[config.mk]
export PLATFORM = sky130hd
export DESIGN_NAME = ahb_input_stage_ble
export DESIGN_NICKNAME = d
export VERILOG_FILES = /design/src/rtl/ahb_input_stage_ble.sv
export SDC_FILE = /design/constraint.sdc
export NUM_CORES = 1
export LEC_CHECK = 0
export BUFFER_PORTS_ARGS = -buffer_cell sky130_fd_sc_hd__clkbuf_2
export CORE_MARGIN = 8
export CORE_UTILIZATION = 44
export DETAILED_ROUTE_END_ITERATION = 8
export GPL_TIMING_DRIVEN = 0
export PLACE_DENSITY = 0.75
export REMOVE_ABC_BUFFERS = 1
export SYNTH_ARGS = -nofsm -noshare
export SYNTH_HDL_FRONTEND = slang
export SYNTH_SLANG_ARGS = --single-unit
[constraint.sdc]
create_clock -name HCLK -period 1.2 [get_ports HCLK]
set_input_delay 0 -clock HCLK [delete_from_list [all_inputs] [get_ports HCLK]]
set_output_delay 0 -clock HCLK [all_outputs]
set_load 0.02 [all_outputs]
[src/rtl/ahb_input_stage_ble.sv]
// Address-phase input stage for the BLE master port: holds the address phase while the port is
// not granted or the slave is busy. Optional master-lock support is enabled by BLE_INSTAGE_LOCK_EN.
module ahb_input_stage_ble #(
    parameter int ADDR_WIDTH = 32
) (
    input  logic                  HCLK,
    input  logic                  HRESET,
    input  logic                  HSELS,
    input  logic [ADDR_WIDTH-1:0] HADDRS,
    input  logic [1:0]            HTRANSS,
    input  logic                  HWRITES,
    input  logic [2:0]            HSIZES,
    input  logic [2:0]            HBURSTS,
    input  logic [3:0]            HPROTS,
    input  logic                  HMASTLOCKS,
    input  logic                  HREADYS,
    input  logic                  grant_in,
    input  logic                  HREADYM,
    input  logic                  HRESPM,
    output logic                  req_port,
    output logic                  HSELM,
    output logic [ADDR_WIDTH-1:0] HADDRM,
    output logic [1:0]            HTRANSM,
    output logic                  HWRITEM,
    output logic [2:0]            HSIZEM,
    output logic [2:0]            HBURSTM,
    output logic [3:0]            HPROTM,
    output logic                  HMASTLOCKM,
    output logic                  HREADYOUTS,
    output logic                  HRESPS
);

    logic                  pending_q, pending_d;
    logic                  data_phase_q, data_phase_d;
    logic                  lock_hold;
    logic [ADDR_WIDTH-1:0] haddr_q;
    logic [1:0]            htrans_q;
    logic                  hwrite_q;
    logic [2:0]            hsize_q;
    logic [2:0]            hburst_q;
    logic [3:0]            hprot_q;

    logic trans_valid, capture, release_held, live_fwd;

    // Only NONSEQ/SEQ phases the master has actually issued count as transfers.
    assign trans_valid  = HSELS & HTRANSS[1] & HREADYS;
    assign capture      = trans_valid & ~(grant_in & HREADYM & ~pending_q);
    assign release_held = pending_q & grant_in & HREADYM;
    assign live_fwd     = trans_valid & grant_in & HREADYM & ~pending_q;

    always_comb begin
        pending_d    = pending_q;
        data_phase_d = data_phase_q;
        if (capture)
            pending_d = 1'b1;
        else if (release_held)
            pending_d = 1'b0;
        if (release_held | live_fwd)
            data_phase_d = 1'b1;
        else if (HREADYM)
            data_phase_d = 1'b0;
    end

    always_ff @(posedge HCLK) begin
        if (HRESET) begin
            pending_q    <= 1'b0;
            data_phase_q <= 1'b0;
        end else begin
            pending_q    <= pending_d;
            data_phase_q <= data_phase_d;
        end
    end

    always_ff @(posedge HCLK) begin
        if (HRESET) begin
            haddr_q  <= '0;
            htrans_q <= '0;
            hwrite_q <= 1'b0;
            hsize_q  <= '0;
            hburst_q <= '0;
            hprot_q  <= '0;
        end else if (capture) begin
            haddr_q  <= HADDRS;
            htrans_q <= HTRANSS;
            hwrite_q <= HWRITES;
            hsize_q  <= HSIZES;
            hburst_q <= HBURSTS;
            hprot_q  <= HPROTS;
        end
    end

`ifdef BLE_INSTAGE_LOCK_EN
    logic lock_hold_q, lock_hold_d;
    logic hmastlock_q;

    // Keeps the port requested across IDLE cycles inside a locked sequence.
    always_comb begin
        lock_hold_d = lock_hold_q;
        if (trans_valid & HMASTLOCKS)
            lock_hold_d = 1'b1;
        else if (HREADYM & ~HMASTLOCKS)
            lock_hold_d = 1'b0;
    end

    always_ff @(posedge HCLK) begin
        if (HRESET) begin
            lock_hold_q <= 1'b0;
            hmastlock_q <= 1'b0;
        end else begin
            lock_hold_q <= lock_hold_d;
            if (capture)
                hmastlock_q <= HMASTLOCKS;
        end
    end

    assign lock_hold  = lock_hold_q;
    assign HMASTLOCKM = pending_q ? hmastlock_q : HMASTLOCKS;
`else
    logic lock_unused;

    assign lock_unused = HMASTLOCKS;
    assign lock_hold   = 1'b0;
    assign HMASTLOCKM  = 1'b0;
`endif

    assign req_port   = pending_q | trans_valid | lock_hold;
    assign HSELM      = pending_q | HSELS;
    assign HADDRM     = pending_q ? haddr_q  : HADDRS;
    assign HTRANSM    = pending_q ? htrans_q : HTRANSS;
    assign HWRITEM    = pending_q ? hwrite_q : HWRITES;
    assign HSIZEM     = pending_q ? hsize_q  : HSIZES;
    assign HBURSTM    = pending_q ? hburst_q : HBURSTS;
    assign HPROTM     = pending_q ? hprot_q  : HPROTS;
    assign HREADYOUTS = pending_q ? 1'b0 : (data_phase_q ? HREADYM : 1'b1);
    assign HRESPS     = data_phase_q ? HRESPM : 1'b0;

endmodule

## After elaboration in Yosys (flattened, before gate mapping)

Index checks and enable logic that the tools add are counted.

| cells by class | value |
|---|---|
| multiplexer cells | 13 |
| bitwise operators | 15 |
| reductions and logical operators | 2 |

Operator list:

| cell | count |
|---|---|
| $mux 32 | 1 |
| $and 1x1->1 | 10 |
| $mux 1 | 8 |
| $mux 3 | 2 |
| $mux 4 | 1 |
| $reduce_bool 2->1 | 2 |
| $or 1x1->1 | 3 |
| $mux 2 | 1 |
| $not 1->1 | 2 |

| storage, ports and cells | value |
|---|---|
| logic and storage cells | 38 |
| input bits | 53 |
| flip-flop bits (word level) | 47 |
| output and inout bits | 50 |

## Depth between registers and ports, before layout

| depth | value |
|---|---|
| depth in word-level cells | 7 |
| gate-level depth with buffers | 5 |
| gate-level depth less buffers | 3 |

## Worst setup path after synthesis

OpenSTA, ideal clock, no wires.

| timing path | value |
|---|---|
| path type | reg2reg |
| from | reg pending_q |
| to | reg data_phase_q |
| buffers on the path | 2 |
| library setup time | 0.123 ns |
| clock period less this slack | 1.179 ns |
| slack | 0.021 ns |
| cell stages (with the launch flop) | 6 |
| arrival | 1.057 ns |
| required time | 1.077 ns |
| cell sequence | dfxtp_1 -> clkbuf_1 -> buf_2 -> a31o_2 -> a31oi_1 -> nor2_1 |

| between the ends | value |
|---|---|
| longest elaborated chain between the ends | 4 |
| elaborated cells between the ends (all ways) | 7 |
| those cells by class | mux (1); bitwise (5); reduce/logical (1) |

Ends and longest elaborated chain:

| item | line | source |
|---|---|---|
| from (decl) | 33 | `logic pending_q, pending_d;` |
| from (signal assigned) | 69 | `pending_q <= pending_d;` |
| $and 1x1->1 / $not 1->1 (equally long branches) | 48, 49 |  |
| $and 1x1->1, on equally long branches | 48, 49 |  |
| $or 1x1->1 * | 58 | `if (release_held \| live_fwd)` |
| $mux 1 / $reduce_bool 2->1 (equally long branches) | -- |  |
| to (signal assigned) | 70 | `data_phase_q <= data_phase_d;` |
| to (decl) | 34 | `logic data_phase_q, data_phase_d;` |

Every way passes the cells marked *; elsewhere a longest branch is shown, timed or not.
A chain may end at the register's enable or synchronous reset.

## Final worst setup path

| timing path | value |
|---|---|
| from | reg pending_q |
| to | reg haddr_q[12] |

| between the ends | value |
|---|---|
| longest elaborated chain between the ends | 4 |

Ends and longest elaborated chain:

| item | line | source |
|---|---|---|
| $not 1->1 | 47 | `assign capture = trans_valid & ~(grant_in & HREADYM & ~pending_q);` |
| $and 1x1->1 | 47 |  |
| $not 1->1 | 47 |  |
| $and 1x1->1 | 47 |  |
| to (signal assigned) | 76 | `haddr_q <= '0;` |
| to (signal assigned) | 83 | `haddr_q <= HADDRS;` |
| to (decl) | 36 | `logic [ADDR_WIDTH-1:0] haddr_q;` |

No other way between the ends.

==> flow_summary.yaml <==
worst_setup_path:
  timing.critical_path.arrival_ps: 1650
  cp-end-kind: "register"
  worstPathRequired_ps: 1420
  timing.setup.critical_path_class: "reg -> reg"
  cp_max_fo: 6
  crit_path_start_kind: "register"
cts:
  cts_inserted_buffers: 5
  clock_tree_from_tritoncts: "built"
  clock_latency_ps: 300
  tritoncts_num_sinks: 47
  cts_root_buf: "sky130_fd_sc_hd__clkbuf_8"
  clkTransAtPathRegs_ps: 90
  longest_clk_path_bufs: 2
  ctsHtreeMaxLevel: 2
logic_synthesis:
  top_cell_type_by_total_area_after_synthesis: "sky130_fd_sc_hd__dfxtp_1"
  ys.flop_type: "sky130_fd_sc_hd__dfxtp_1"
  synthesized_area_fraction_occupied_by_xor_and_xnor_cells_pct: 0
  yosys.area_share.adder_pct: 0
  synth_area_mm2: 0.00265
  synthTopCellsByCount: "88 x sky130_fd_sc_hd__nand2b_1, 47 x sky130_fd_sc_hd__dfxtp_1, 45 x sky130_fd_sc_hd__mux2_2, 44 x sky130_fd_sc_hd__mux2i_1, 11 x sky130_fd_sc_hd__clkbuf_1"
  ys_seq_area_share_pct: 35.5
  postSynthAreaPerCell_um2: 10.1
  synth_top_family_by_area: "multiplexers"
  number_of_enable_type_register_cells_in_the_synthesized_netlist: 0
  synth_warn: 0
  synthMuxAreaShare_pct: 35.7
  netlist-cell-type-count: 21
  synth-simple-area-share_pct: 22.3
  yosys_register_bits: 47
  netlist_instances: 262
  proportion_of_register_bits_with_asynchronous_set_or_reset_after_synthesis_pct: 0
  most_area_consuming_cells_after_synthesis: "sky130_fd_sc_hd__dfxtp_1 35%, sky130_fd_sc_hd__nand2b_1 21%, sky130_fd_sc_hd__mux2_2 19%"
  post-synth-top-count-cell: "sky130_fd_sc_hd__nand2b_1"
  synth-compound-area-share_pct: 1.41
  post-synth-top-area-fraction_pct: 35.5
detailed_routing:
  drt-wirelength-per-cell_um: 18.2
  route.vias.total: 2406
  drt-total-wl_um: 8930
  initialDrtViolationCount: 78
  final_antenna_net_count: 0
  first_pass_iters: 4
  drcViolationCount: 0
  via_per_inst: 4.91
status:
  result_of_the_run: "complete, but fails checks"
  violations: "setup timing"
pwr:
  p_leak_uw: 0.00196
  power.density_cell_area_mw_per_mm2: 828
  max-vdd-ir-drop_mv: 0.583
timing:
  worst_clock_skew_ps: 7.61
  worst-slew-pin-transition_ps: 1260
  maxSlewViolCount: 0
  layout_setup_ws_ps: -227
  fin_crit_sh_pct: 119
  fmax_mhz: 701
  grt_setup_unrepaired: "true"
  report.final.setup_viol: 92
  count_of_final_hold_check_violations: 0
  timing.slew.headroom_pct: 16.2
  final.min_clock_period_ps: 1430
cells_and_area:
  drive_gt1_share_pct: 43.9
  finish.cell_count_without_fillers: 490
  fillerInstances: 365
  postLayoutCellArea_mm2: 0.00461
  finish.net_count: 469
  synthToLayoutAreaGrowth_pct: 73.6
  final_util_pct: 78.3
  antenna_cells: 0
floorplanning:
  chipWidth_um: 93.7
  fp.dieH_um: 93.7
  initial_core_util_pct: 45.1
  die_area_mm2: 0.00877
  rows: 28
  core_area_mm2: 0.00589
  design.portCount: 103
placement:
  post-place-cells: 417
  port_buffers: 100
  dp_hpwl_um: 4260
  detailed_place.area_mm2: 0.00316
  gp_congestion: 0.645
grt:
  grt_max_degree: 92
  grt_first_pass_wirelength_um: 11900
  initial_antenna_violation_count: 0
  first_global_vias: 2553
  grt_usage_pct: 16.9
  globalRouteOverflowTotal: 0
flow_run:
  maxCapViolations: 0
hold_path:
  hold_class: "in -> reg"
-- layout by cell type (no fill, tap or decap), types with 2 or more instances in the layout --
cell	count
sky130_fd_sc_hd__nand2b_1	88
sky130_fd_sc_hd__buf_6	53
sky130_fd_sc_hd__clkbuf_2	52
sky130_fd_sc_hd__dfxtp_1	46
sky130_fd_sc_hd__dlygate4sd3_1	46
sky130_fd_sc_hd__mux2_4	45
sky130_fd_sc_hd__mux2i_1	44
sky130_fd_sc_hd__buf_12	6
sky130_fd_sc_hd__clkbuf_8	5
sky130_fd_sc_hd__clkbuf_16	5
sky130_fd_sc_hd__o21a_4	3
sky130_fd_sc_hd__nand2_1	2
sky130_fd_sc_hd__buf_16	2
sky130_fd_sc_hd__buf_8	2
-- timing repair --
action / 4_1_cts / 5_1_grt
hold endpoints to repair: 45 / 0
hold buffers: 46 / 0
pin swaps: 1 / 5
cloned: 5 / 5
buffers inserted: 5 / 8
setup endpoints to repair: 95 / 93
resized for setup: 12 / 214
-- routing by layer --
metal,wire [um],track usage (%),up-vias
met2,4890,32.2,55
met1,3570,18.0,1171
met3,426,4.56,4
met5,0,0,-
met4,46,3.70,0
li1,-,-,1176
-- metrics by stage --
step | total power (uW) | hold WS [ps] | worst slack (ps) | TNS (ps)
4_1_cts | 3500 | 66.1 | -224 | -11030
3_5_place_dp | 2410 | 262 | -1070 | -49010
3_3_place_gp | 2390 | 256 | -3200 | -202550
2_1_floorplan | 2120 | 69.1 | -2110 | -123790
5_1_grt | 3960 | 111 | -252 | -17020
6_report | 3810 | 108 | -227 | -14420
-- area by class of cell --
class	instances	area (um^2)	area share, %
multi-input cells	194	1840	39.9
inverters	1	3.75	0.0815
repair buffers	167	1660	35.9
flip-flops and latches	47	945	20.5
clock buffers	6	72.6	1.58
well taps	75	93.8	2.04
-- cells by family (layout without fill, tap and decap cells) --
group                  count (synthesis)  in the layout
AND/OR/NAND/NOR                       96             96
multiplexers                          89             89
flip-flops                            47             47
buffers and inverters                 23            174
AO/OA/AOI/OAI                          6              8
other                                  1              1
-- worst paths after layout --
check	start	to	slack [ps]	cells after the start
hold reg to reg	htrans_q[1]	htrans_q[1]	460	2
setup reg to reg	pending_q	haddr_q[12]	-230	6
hold / removal	HREADYM	data_phase_q	110	4
setup / recovery	pending_q	haddr_q[12]	-230	6
-- critical path, stage by stage (launching register included) --
cell and delay (ps):
sky130_fd_sc_hd__dfxtp_4 370, sky130_fd_sc_hd__buf_6 130, sky130_fd_sc_hd__clkbuf_16 160, sky130_fd_sc_hd__o21a_4 250, sky130_fd_sc_hd__buf_12 140, sky130_fd_sc_hd__buf_16 130
sky130_fd_sc_hd__mux2i_1 160
-- power by group --
part           leakage [uW]  switching, uW  internal [uW]  total (uW)
sequential         0.000382           28.7           1610        1640
clock             0.0000371            535            391         926
combinational       0.00154            521            731        1250
-- registers in the layout (all words and copies together) (netlist names) --
signal        cells
hburst_q          3
hsize_q           3
hwrite_q          1
hprot_q           4
haddr_q          32
htrans_q          2
pending_q         1
data_phase_q      1
(Power assumes the default switching activity.)
